**src/rtl/fetch_decode.sv**
```systemverilog
// Instruction fetch and field decode stage: issues one imem read at a time and
// presents the decoded instruction word until the execute stage accepts it.
module fetch_decode #(
  parameter logic [31:0] RESET_PC = 32'h0000_0000,
  parameter int unsigned PC_STEP  = 4
) (
  input  logic        clk,
  input  logic        rst_n,
  output logic        imem_req,
  output logic [31:0] imem_addr,
  input  logic        imem_rvalid,
  input  logic [31:0] imem_rdata,
  input  logic        redirect_valid,
  input  logic [31:0] redirect_pc,
  output logic        dec_valid,
  input  logic        dec_ready,
  output logic [5:0]  opcode,
  output logic [4:0]  rs,
  output logic [4:0]  rt,
  output logic [4:0]  rd,
  output logic [4:0]  shamt,
  output logic [5:0]  funct,
  output logic [15:0] constant,
  output logic [31:0] pc_out,
  output logic [31:0] retired
);

  typedef enum logic [1:0] {
    FETCH = 2'd0,
    WAIT  = 2'd1,
    HOLD  = 2'd2
  } state_e;

  state_e      state_q, state_d;
  logic [31:0] pc_q, pc_d;
  logic [31:0] instr_q, instr_d;
  logic [31:0] retired_q, retired_d;
  logic        discard_q, discard_d;
  logic        started_q, started_d;

  always_ff @(posedge clk or negedge rst_n) begin
    if (!rst_n) begin
      state_q   <= FETCH;
      pc_q      <= RESET_PC;
      instr_q   <= '0;
      retired_q <= '0;
      discard_q <= 1'b0;
      started_q <= 1'b0;
    end else begin
      state_q   <= state_d;
      pc_q      <= pc_d;
      instr_q   <= instr_d;
      retired_q <= retired_d;
      discard_q <= discard_d;
      started_q <= started_d;
    end
  end

  // started_q keeps the first request off until one edge after reset release,
  // so a stale response landing in that gap meets an idle FETCH and is ignored.
  always_comb begin
    state_d   = state_q;
    pc_d      = pc_q;
    instr_d   = instr_q;
    retired_d = retired_q;
    discard_d = discard_q;
    started_d = 1'b1;
    unique case (state_q)
      FETCH: begin
        if (redirect_valid) pc_d = redirect_pc;
        if (started_q) begin
          state_d = WAIT;
          if (redirect_valid) discard_d = 1'b1;
        end
      end
      WAIT: begin
        if (redirect_valid) pc_d = redirect_pc;
        if (imem_rvalid) begin
          discard_d = 1'b0;
          if (discard_q || redirect_valid) begin
            state_d = FETCH;
          end else begin
            instr_d = imem_rdata;
            state_d = HOLD;
          end
        end else if (redirect_valid) begin
          discard_d = 1'b1;
        end
      end
      HOLD: begin
        if (dec_ready) begin
          retired_d = retired_q + 32'd1;
          pc_d      = pc_q + 32'(PC_STEP);
          state_d   = FETCH;
        end
        if (redirect_valid) begin
          pc_d    = redirect_pc;
          state_d = FETCH;
        end
      end
      default: state_d = FETCH;
    endcase
  end

  always_comb begin
    imem_req  = (state_q == FETCH) && started_q;
    imem_addr = pc_q;
    dec_valid = (state_q == HOLD);
  end

  assign opcode   = instr_q[31:26];
  assign rs       = instr_q[25:21];
  assign rt       = instr_q[20:16];
  assign rd       = instr_q[15:11];
  assign shamt    = instr_q[10:6];
  assign funct    = instr_q[5:0];
  assign constant = instr_q[15:0];
  assign pc_out   = pc_q;
  assign retired  = retired_q;

endmodule

```
**config.mk**
```make
export PLATFORM = sky130hd
export DESIGN_NAME = fetch_decode
export DESIGN_NICKNAME = d
export VERILOG_FILES = /design/src/rtl/fetch_decode.sv
export SDC_FILE = /design/constraint.sdc
export NUM_CORES = 1
export LEC_CHECK = 0
export BUFFER_PORTS_ARGS = -buffer_cell sky130_fd_sc_hd__clkbuf_2
export CAP_MARGIN = 0
export CELL_PAD_IN_SITES_DETAIL_PLACEMENT = 1
export CELL_PAD_IN_SITES_GLOBAL_PLACEMENT = 1
export CORE_MARGIN = 8
export CORE_UTILIZATION = 32
export CTS_CLUSTER_DIAMETER = 150
export CTS_CLUSTER_SIZE = 25
export DETAILED_ROUTE_END_ITERATION = 10
export PLACE_DENSITY = 0.81
export SYNTH_ARGS = -nofsm -noshare
export SYNTH_HDL_FRONTEND = slang
export SYNTH_SLANG_ARGS = --single-unit
```
**constraint.sdc**
```tcl
create_clock -name clk -period 1.8 [get_ports clk]
set_input_delay 0.18 -clock clk [delete_from_list [all_inputs] [get_ports clk]]
set_output_delay 0.18 -clock clk [all_outputs]
set_load 0.005 [all_outputs]
```
### Word-level counts from Yosys, hierarchy flattened

Index checks and enable logic that the tools add are counted.
W data, S select, Z words.

| storage, ports and cells | value |
|---|---|
| register bits | 100 |
| input port bits | 69 |
| output and inout bits | 146 |
| word-level logic and storage cells | 40 |

| cells by class | value |
|---|---|
| $add $sub $neg | 2 |
| equality and inequality tests | 6 |
| multiplexer cells | 14 |
| bitwise logic cells | 1 |
| reduce and logical (&&, ||, !) cells | 11 |

Operator list:

| operator | count |
|---|---|
| $mux W32 | 3 |
| $pmux W32 S2 | 1 |
| $add A32 B1 Y32 const B | 1 |
| $add A32 B3 Y32 const B | 1 |
| $mux W2 | 5 |
| $reduce_and A3 Y1 | 3 |
| $pmux W2 S3 | 1 |
| $ne A2 B2 Y1 const B | 2 |
| $reduce_and A2 Y1 | 2 |
| $reduce_bool A2 Y1 | 2 |
| $mux W1 | 3 |
| $ne A3 B2 Y1 const B | 1 |
| $eq A2 B1 Y1 const B | 1 |
| $eq A2 B2 Y1 const B | 1 |
| $logic_not A2 Y1 | 1 |
| $ne A2 B1 Y1 const B | 1 |
| $pmux W1 S2 | 1 |
| $reduce_or A2 Y1 | 1 |
| $logic_and A1 B1 Y1 | 1 |
| $logic_or A1 B1 Y1 | 1 |
| $not A1 Y1 | 1 |

### Depth between registers and ports, before layout

Gate-level depths: netlist of run 1.

| depth | value |
|---|---|
| word-level depth | 4 |
| mapped depth | 8 |
| mapped depth without buffers | 6 |

### Least setup slack after synthesis of run 1

OpenSTA, ideal clock, no wires.

| timing | value |
|---|---|
| kind | register to register |
| start | reg pc_q[2], in the netlist imem_addr[2] |
| end | reg pc_q[28], in the netlist imem_addr[28] |
| library setup time | 0.121 ns |
| arrival | 1.864 ns |
| required time | 1.679 ns |
| slack | -0.185 ns |
| stages on the path, launching flop included | 7 |
| path buffers | 0 |
| period minus slack after synthesis | 1.985 ns |
| cell sequence | dfrtp_1 ha_1 nand3_1 or4_1 o32a_1 a21oi_1 nor2_1 |

| between the ends | value |
|---|---|
| word-level cells in the longest chain between the ends | 4 |

RTL lines:

| element | RTL line | text |
|---|---|---|
| start: declaration | 35 | `logic [31:0] pc_q, pc_d;` |
| start signal: assignment | 51 | `pc_q <= pc_d;` |
| $add A32 B3 Y32 | 93 | `pc_d = pc_q + 32'(PC_STEP);` |
| $mux W32 | 91 | `if (dec_ready) begin` |
| $mux W32 | 96 | `if (redirect_valid) begin` |
| $pmux W32 S2 | 68 | `unique case (state_q)` |

No other way between the ends. The select of a mux whose other input is x is not followed.
A chain may end at the register's enable or synchronous reset.

### Final worst setup path of run 1

| timing | value |
|---|---|
| start | reg pc_q[7], in the netlist imem_addr[7] |
| end | reg pc_q[24], in the netlist imem_addr[24] |

The elaborated chain is that of the path after synthesis.

==> summary.txt, run 1 <==
Power
  • Tot Pwr: 7.853 mW
  • Leak Pwr: 3.584 nW
  • Pwr Density: 1078 nW/µm²
  • Switching part of the total: 0.3313
  • Peak supply drop: 461.7 µV
  • Clk pwr share: 0.235
  • Internal power: 5.251 mW
  • Net switching power: 2.601 mW
  • Seq pwr share: 0.410
  • Logic pwr share: 0.355

Yosys
  • Synth top area share: 0.4853
  • Mapped cell area: 5156 µm²
  • Synth Register Bits: 100
  • Number of flops mapped to enable cells by yosys: 0
  • Main flop type after synthesis: dfrtp_1
  • Post-Syn Nets: 586
  • Netlist cell types: 48
  • Fraction of registers with async set/reset: 1.000
  • Mean area per synthesized cell: 10.01 µm²
  • Most frequent cell after synthesis: dfrtp_1
  • Post-Syn Instances: 515
  • Top cells by area, synth: dfrtp_1, mux2_2, buf_4
  • Synth Warn #: 0
  • Post-synthesis sequential area ratio: 0.4853
  • Most frequent cells after synthesis: dfrtp_1, nand2_1, buf_4
  • Synth area leader: dfrtp_1

Global route
  • Met2 usage: 0.3122
  • Met1 Use GR: 0.1956
  • Initial antenna violation count: 0
  • Tot GR Track Use: 0.1739
  • Grt met3 use: 0.05409
  • Vias in the first global route: 5,297
  • GRT busiest layer: met2
  • First-pass GRT wire length: 28,190 µm
  • Largest net degree at the start of global routing: 35
  • Grt ovf: 0

Place
  • DP HPWL: 14,050 µm
  • Place WS: -0.1223 ns
  • Dpl cell area: 6734 µm²
  • Placer Congestion: 0.8704
  • DP Cell Count: 951
  • Port bufs: 214

Die
  • Starting density of the core: 0.3258
  • IO Pins: 215
  • Die footprint: 20,430 µm²
  • Core Region: 15,830 µm²
  • Die width: 142.9 µm
  • # rows: 46
  • Die H: 142.9 µm

STA
  • Max-slew violation count: 0
  • Final Skew: 0.01037 ns
  • Post-layout worst setup margin: -0.07117 ns
  • Max Clk Rate: 534.4 MHz
  • Total Neg Setup Slack: -0.1435 ns
  • Final min period: 1.871 ns
  • Final setup viols: 5
  • Final hold vios: 0
  • RSZ-0062 raised after global routing: true
  • Worst hold slack: 0.03751 ns
  • Final period utilization: 1.040

Route
  • # DRC: 0
  • 1st-iter DRT viols: 210
  • Final ANT Viol Nets: 0
  • Routed WL: 18,330 µm
  • First-pass DRT Iterations: 4
  • Routed len/inst: 18.78 µm
  • Via density per instance: 5.087
  • DR vias: 4,965

Worst setup path
  • Crit Path Max Fanout: 4
  • Worst Setup End Kind: flop
  • Crit path arrival time: 2.11 ns
  • Kind of critical path: flop to flop
  • Crit start category: flop
  • WP data required: 2.04 ns

CTS
  • CTS sink cnt: 100
  • CTS Buf Count: 9
  • Bufs on Longest Clock Path: 2
  • CTS tree: yes
  • Root Driver: clkbuf_16
  • Worst-path clk slew: 0.07 ns
  • Number of H-tree levels: 3
  • Worst-Skew Late Latency: 0.35 ns

Final layout
  • Fillers: 1,852
  • Area growth syn-to-layout: 41.32%
  • Layout cell share with drive strength beyond 1: 0.5079
  • Non-filler cells in the finished layout: 976
  • Post-layout util: 0.4604
  • Ant. Diodes: 0
  • Final Net Count: 827
  • Post-Layout Inst Area: 7287 µm²

Min path
  • Worst hold path type: primary input to flop

Status
  • Violated checks: negative setup slack
  • Outcome: finished with violations

Flow run
  • MaxCap Viol Count: 0
worst max-delay path, stage by stage (launching register included):
cell      delay (ns)
dfrtp_1         0.43
buf_6           0.15
nand3_4         0.07
or4_4           0.60
nor2_4          0.15
a311oi_1        0.12
a311oi_1        0.24
registers in the layout, indices dropped and copies added (netlist names):
signal / cells
discard_q: 1
imem_addr: 32
instr_q: 32
retired: 32
started_q: 1
state_q: 2
cells in the final DEF, fill, tap and decap left out, types with 11 or more instances in the layout:
cell      instances
a21oi_1          31
buf_4            72
clkbuf_2        213
dfrtp_1          95
mux2_2           33
nand2_1          50
nand3_1          24
nor2_1           36
o21ai_0          16
xnor2_1          20
xor2_1           11
kinds of logic (layout without fill, tap and decap cells):
logic type	count (synthesis)	count (layout)	synth area share
xor+xnor	31	31	0.05266
simple gates	189	189	0.1932
buf+inv	72	317	0.08808
other cells	1	1	0.0007273
flops	100	100	0.4853
mux	34	34	0.07401
fa+ha+maj	2	2	0.004852
compound gates	86	86	0.1012
power by group through the flow:
| stage | combinational, mW | sequential, mW | clock [mW] |
|---|---|---|---|
| global route | 3.04 | 3.31 | 1.99 |
| finish | 2.79 | 3.22 | 1.84 |
| CTS | 2.72 | 3.21 | 1.90 |
| detailed placement | 2.69 | 3.24 | 0 |
| floorplan | 1.32 | 3.30 | 0 |
| global placement | 2.59 | 3.19 | 0 |
final timing paths:
check | from | endpoint | slack (ns) | cells after the start
worst min register to register | retired[31] | retired[31] | 0.46 | 1
worst max register to register | imem_addr[7] | imem_addr[24] | -0.07 | 6
worst max-delay path | imem_addr[7] | imem_addr[24] | -0.07 | 6
worst min-delay path | redirect_pc[0] | imem_addr[0] | 0.04 | 3
min in group asynchronous | rst_n | imem_addr[25] | 0.32 | 2
max in group asynchronous | rst_n | imem_addr[20] | 0.86 | 3
routing by layer:
layer  vias to the layer above  part of all wire
met5                         -                 0
met4                         0             0.015
met3                        25             0.074
met2                       202              0.52
met1                      2467              0.39
li1                       2271                 -
what timing repair did:
item                                    in CTS  in global routing
pin swaps                                   10                 16
setup buffers                                4                  5
endpoints found under the setup margin      10                 30
hold buffers                                 1                  0
endpoints found under the hold margin       27                  0
gates resized for setup                      8                 33
final cells by class:
| type | instances | area [µm²] | share of cell area |
|---|---|---|---|
| Clock buffer | 13 | 260.3 | 0.03571 |
| Inverter | 4 | 15.01 | 0.002060 |
| Clock inverter | 2 | 10.01 | 0.001374 |
| Multi-Input combinational cell | 343 | 2419 | 0.3319 |
| Tap cell | 216 | 270.3 | 0.03709 |
| Timing Repair Buffer | 298 | 1804 | 0.2476 |
| Sequential cell | 100 | 2509 | 0.3443 |
(Power assumes the default switching activity.)
==> inputs of run 2 (changes only) <==
Settings changed: PLACE_DENSITY 0.81 to 0.74, SLEW_MARGIN set to 20.
==> run 2 against run 1 <==
The run still ends with negative setup slack left. Sequential power about the same. Largest cell class unchanged. Worst hold slack worse by 0.0030 ns. Sequential share of layout area about the same. Power increased by 1.7%. Critical path depth did not move.
==> summary.txt, run 2 (synthesis results as in run 1) <==
Status
  • Outcome: finished with violations
  • Violated checks: negative setup slack

STA
  • Final Skew: 0.006853 ns (-0.003515 ns)
  • Max Clk Rate: 536.5 MHz (+0.39%)
  • Max transition margin: 0.6561
  • Final setup viols: 5 (unchanged)
  • Final hold vios: 0 (unchanged)
  • Total Neg Setup Slack: -0.1781 ns (-0.03453 ns)
  • Final period utilization: 1.036 (-0.003997)
  • RSZ-0062 raised after global routing: true
  • Max-slew violation count: 0 (unchanged)
  • Final min period: 1.864 ns (-0.007195 ns)
  • Worst hold slack: 0.03456 ns (-0.002950 ns)
  • Worst slew pin tran: 0.5159 ns
  • Post-layout worst setup margin: -0.06398 ns (+0.007195 ns)

CTS
  • Root Driver: clkbuf_16
  • Worst-Skew Late Latency: 0.35 ns (about the same)
  • CTS tree: yes
  • Number of H-tree levels: 3 (unchanged)
  • Worst-path clk slew: 0.07 ns (about the same)
  • CTS Buf Count: 9 (unchanged)
  • Bufs on Longest Clock Path: 2 (unchanged)
  • CTS sink cnt: 100 (unchanged)

Power
  • Logic pwr share: 0.350 (-0.005)
  • Peak supply drop: 489.4 µV (+6.0%)
  • Tot Pwr: 7.988 mW (+1.7%)
  • Internal power: 5.328 mW (+1.5%)
  • Net switching power: 2.660 mW (+2.2%)
  • Seq pwr share: 0.402 (-0.008)
  • Clk pwr share: 0.248 (+0.013)
  • Leak Pwr: 3.570 nW (-0.39%)
  • Switching part of the total: 0.3330 (+0.001691)
  • Pwr Density: 1096 nW/µm² (+1.7%)

Route
  • # DRC: 0 (unchanged)
  • Routed WL: 19,080 µm (+4.1%)
  • Met3 wire length: 1291 µm (-4.6%)
  • Routed len/inst: 19.44 µm (+3.6%)
  • Met2 routed WL: 9839 µm (+2.8%)
  • Via density per instance: 5.073 (-0.27%)
  • 1st-iter DRT viols: 166 (-21%)
  • Final ANT Viol Nets: 0 (unchanged)
  • Top Layer Used: met4
  • First-pass DRT Iterations: 4 (unchanged)
  • M1 WL: 7451 µm (+4.7%)
  • DR vias: 4,977 (+0.24%)

Global route
  • First-pass GRT wire length: 29,260 µm (+3.8%)
  • Grt ovf: 0 (unchanged)
  • Tot GR Track Use: 0.1807 (+0.006845)
  • Largest net degree at the start of global routing: 48 (+37%)
  • Initial antenna violation count: 0 (unchanged)
  • Vias in the first global route: 5,505 (+3.9%)

Worst setup path
  • Worst Setup End Kind: flop
  • Largest stage delay on the critical path: 0.56 ns (-0.04 ns)
  • Critical-path top delay cell: or4_4
  • R2R cell count: 6 (unchanged)
  • Bufs and invs on worst path: 1 (unchanged)
  • Critical path startpoint: imem_addr[16]
  • Worst path top cell family by delay: simple AND/OR/NAND/NOR gates
  • Worst setup path endpoint: imem_addr[24]
  • Crit path depth: 6 (unchanged)
  • Flop2flop setup slack: -0.06 ns (about the same)
  • CP Cell Sequence: nand4_1 > buf_4 > or4_4 > nor2_2 > a311oi_1 > a311oi_1
  • Reg2Reg Launch Point: imem_addr[16]
  • FF-to-FF End: imem_addr[24]
  • Critical Path Most Common Cell: a311oi_1
  • Crit path arrival time: 2.12 ns (about the same)
  • Crit start category: flop
  • WP data required: 2.05 ns (about the same)
  • Kind of critical path: flop to flop
  • Crit Path Max Fanout: 4 (unchanged)

Place
  • DP HPWL: 14,600 µm (+3.9%)
  • Placer Congestion: 0.8583 (-1.4%)
  • Port bufs: 214 (unchanged)
  • DP Cell Count: 946 (-0.53%)

Die
  • Core Region: 15,830 µm² (unchanged)
  • Die width: 142.9 µm (unchanged)
  • # rows: 46 (unchanged)
  • Die footprint: 20,430 µm² (unchanged)
  • Die H: 142.9 µm (unchanged)
  • IO Pins: 215 (unchanged)
  • Starting density of the core: 0.3258 (unchanged)

Final layout
  • Area growth syn-to-layout: 41.35% (about the same)
  • Layout cell share with drive strength beyond 1: 0.5150 (+0.007138)
  • Final Net Count: 831 (+0.48%)
  • Non-filler cells in the finished layout: 981 (+0.51%)
  • Most frequent cells in the layout: clkbuf_2, dfrtp_1, buf_4
  • Post-layout util: 0.4605 (about the same)
  • Ant. Diodes: 0 (unchanged)
  • Most common cell after layout, fill and taps aside: clkbuf_2

Flow run
  • MaxCap Viol Count: 0 (unchanged)

Min path
  • Worst hold path type: primary input to flop
==> run 2: cell types whose count changed in the layout (fill, tap and decap cells not counted), moves of 3 or more <==
cell    change
buf_12      -4
nor3_2      -3
nor3_1      +5
buf_4       +9
==> run 2: final cells by class <==
| class | count | area (µm²) |
|---|---|---|
| clock buffers | 11 | 232.7 |
| multi-input cells | 343 | 2405 |
| repair buffers | 302 | 1794 |
| inverters | 4 | 15.01 |
| clock inverters | 5 | 61.31 |
| fillers | 1856 | 8539 |
| well taps | 216 | 270.3 |
| flip-flops and latches | 100 | 2510 |
==> run 2: how the worst min path moves through the flow <==
stage                    start       endpoint  slack (ns)  cells after the start
6_report        redirect_pc[1]   imem_addr[1]        0.03                      3
3_3_place_gp             rst_n    retired[16]        0.17                      1
4_1_cts         redirect_pc[1]   imem_addr[1]        0.02                      3
5_1_grt        redirect_pc[29]  imem_addr[29]        0.05                      2
3_5_place_dp             rst_n    retired[15]        0.19                      1
2_1_floorplan            rst_n      discard_q       -0.12                      0
==> run 2: what timing repair did <==
action,CTS,global route
setup endpoints to repair,13,28
resized for setup,7,33
gates cloned,0,1
hold buffers,1,0
setup buffers,6,11
hold endpoints to repair,32,0
pin swaps,8,11
==> run 2: worst min-delay path, stage by stage <==
cell,delay [ns]
clkbuf_2,0.08
nand2_1,0.04
nand2_1,0.05
==> run 2: power groups by stage <==
stage,Clock [mW],Combinational [mW],Sequential (mW)
after floorplan,0,1.32,3.30
final,1.98,2.80,3.21
after global placement,0,2.54,3.19
after detailed placement,0,2.65,3.26
after CTS,2.03,2.71,3.21
after global routing,2.14,3.07,3.29
==> run 2: stage by stage <==
stage          setup WS, ns  instance area, µm²
2_1_floorplan      -0.03621                5190
3_3_place_gp       -0.02584                6659
3_5_place_dp        -0.1059                6659
4_1_cts            -0.04861                7039
5_1_grt             -0.1330                7288
6_report           -0.06398                7288
==> run 2: routing by layer <==
layer	up-vias	GRT usage
met5	-	0
met4	0	0.06935
met3	33	0.04207
met2	179	0.3254
met1	2490	0.2018
li1	2275	-
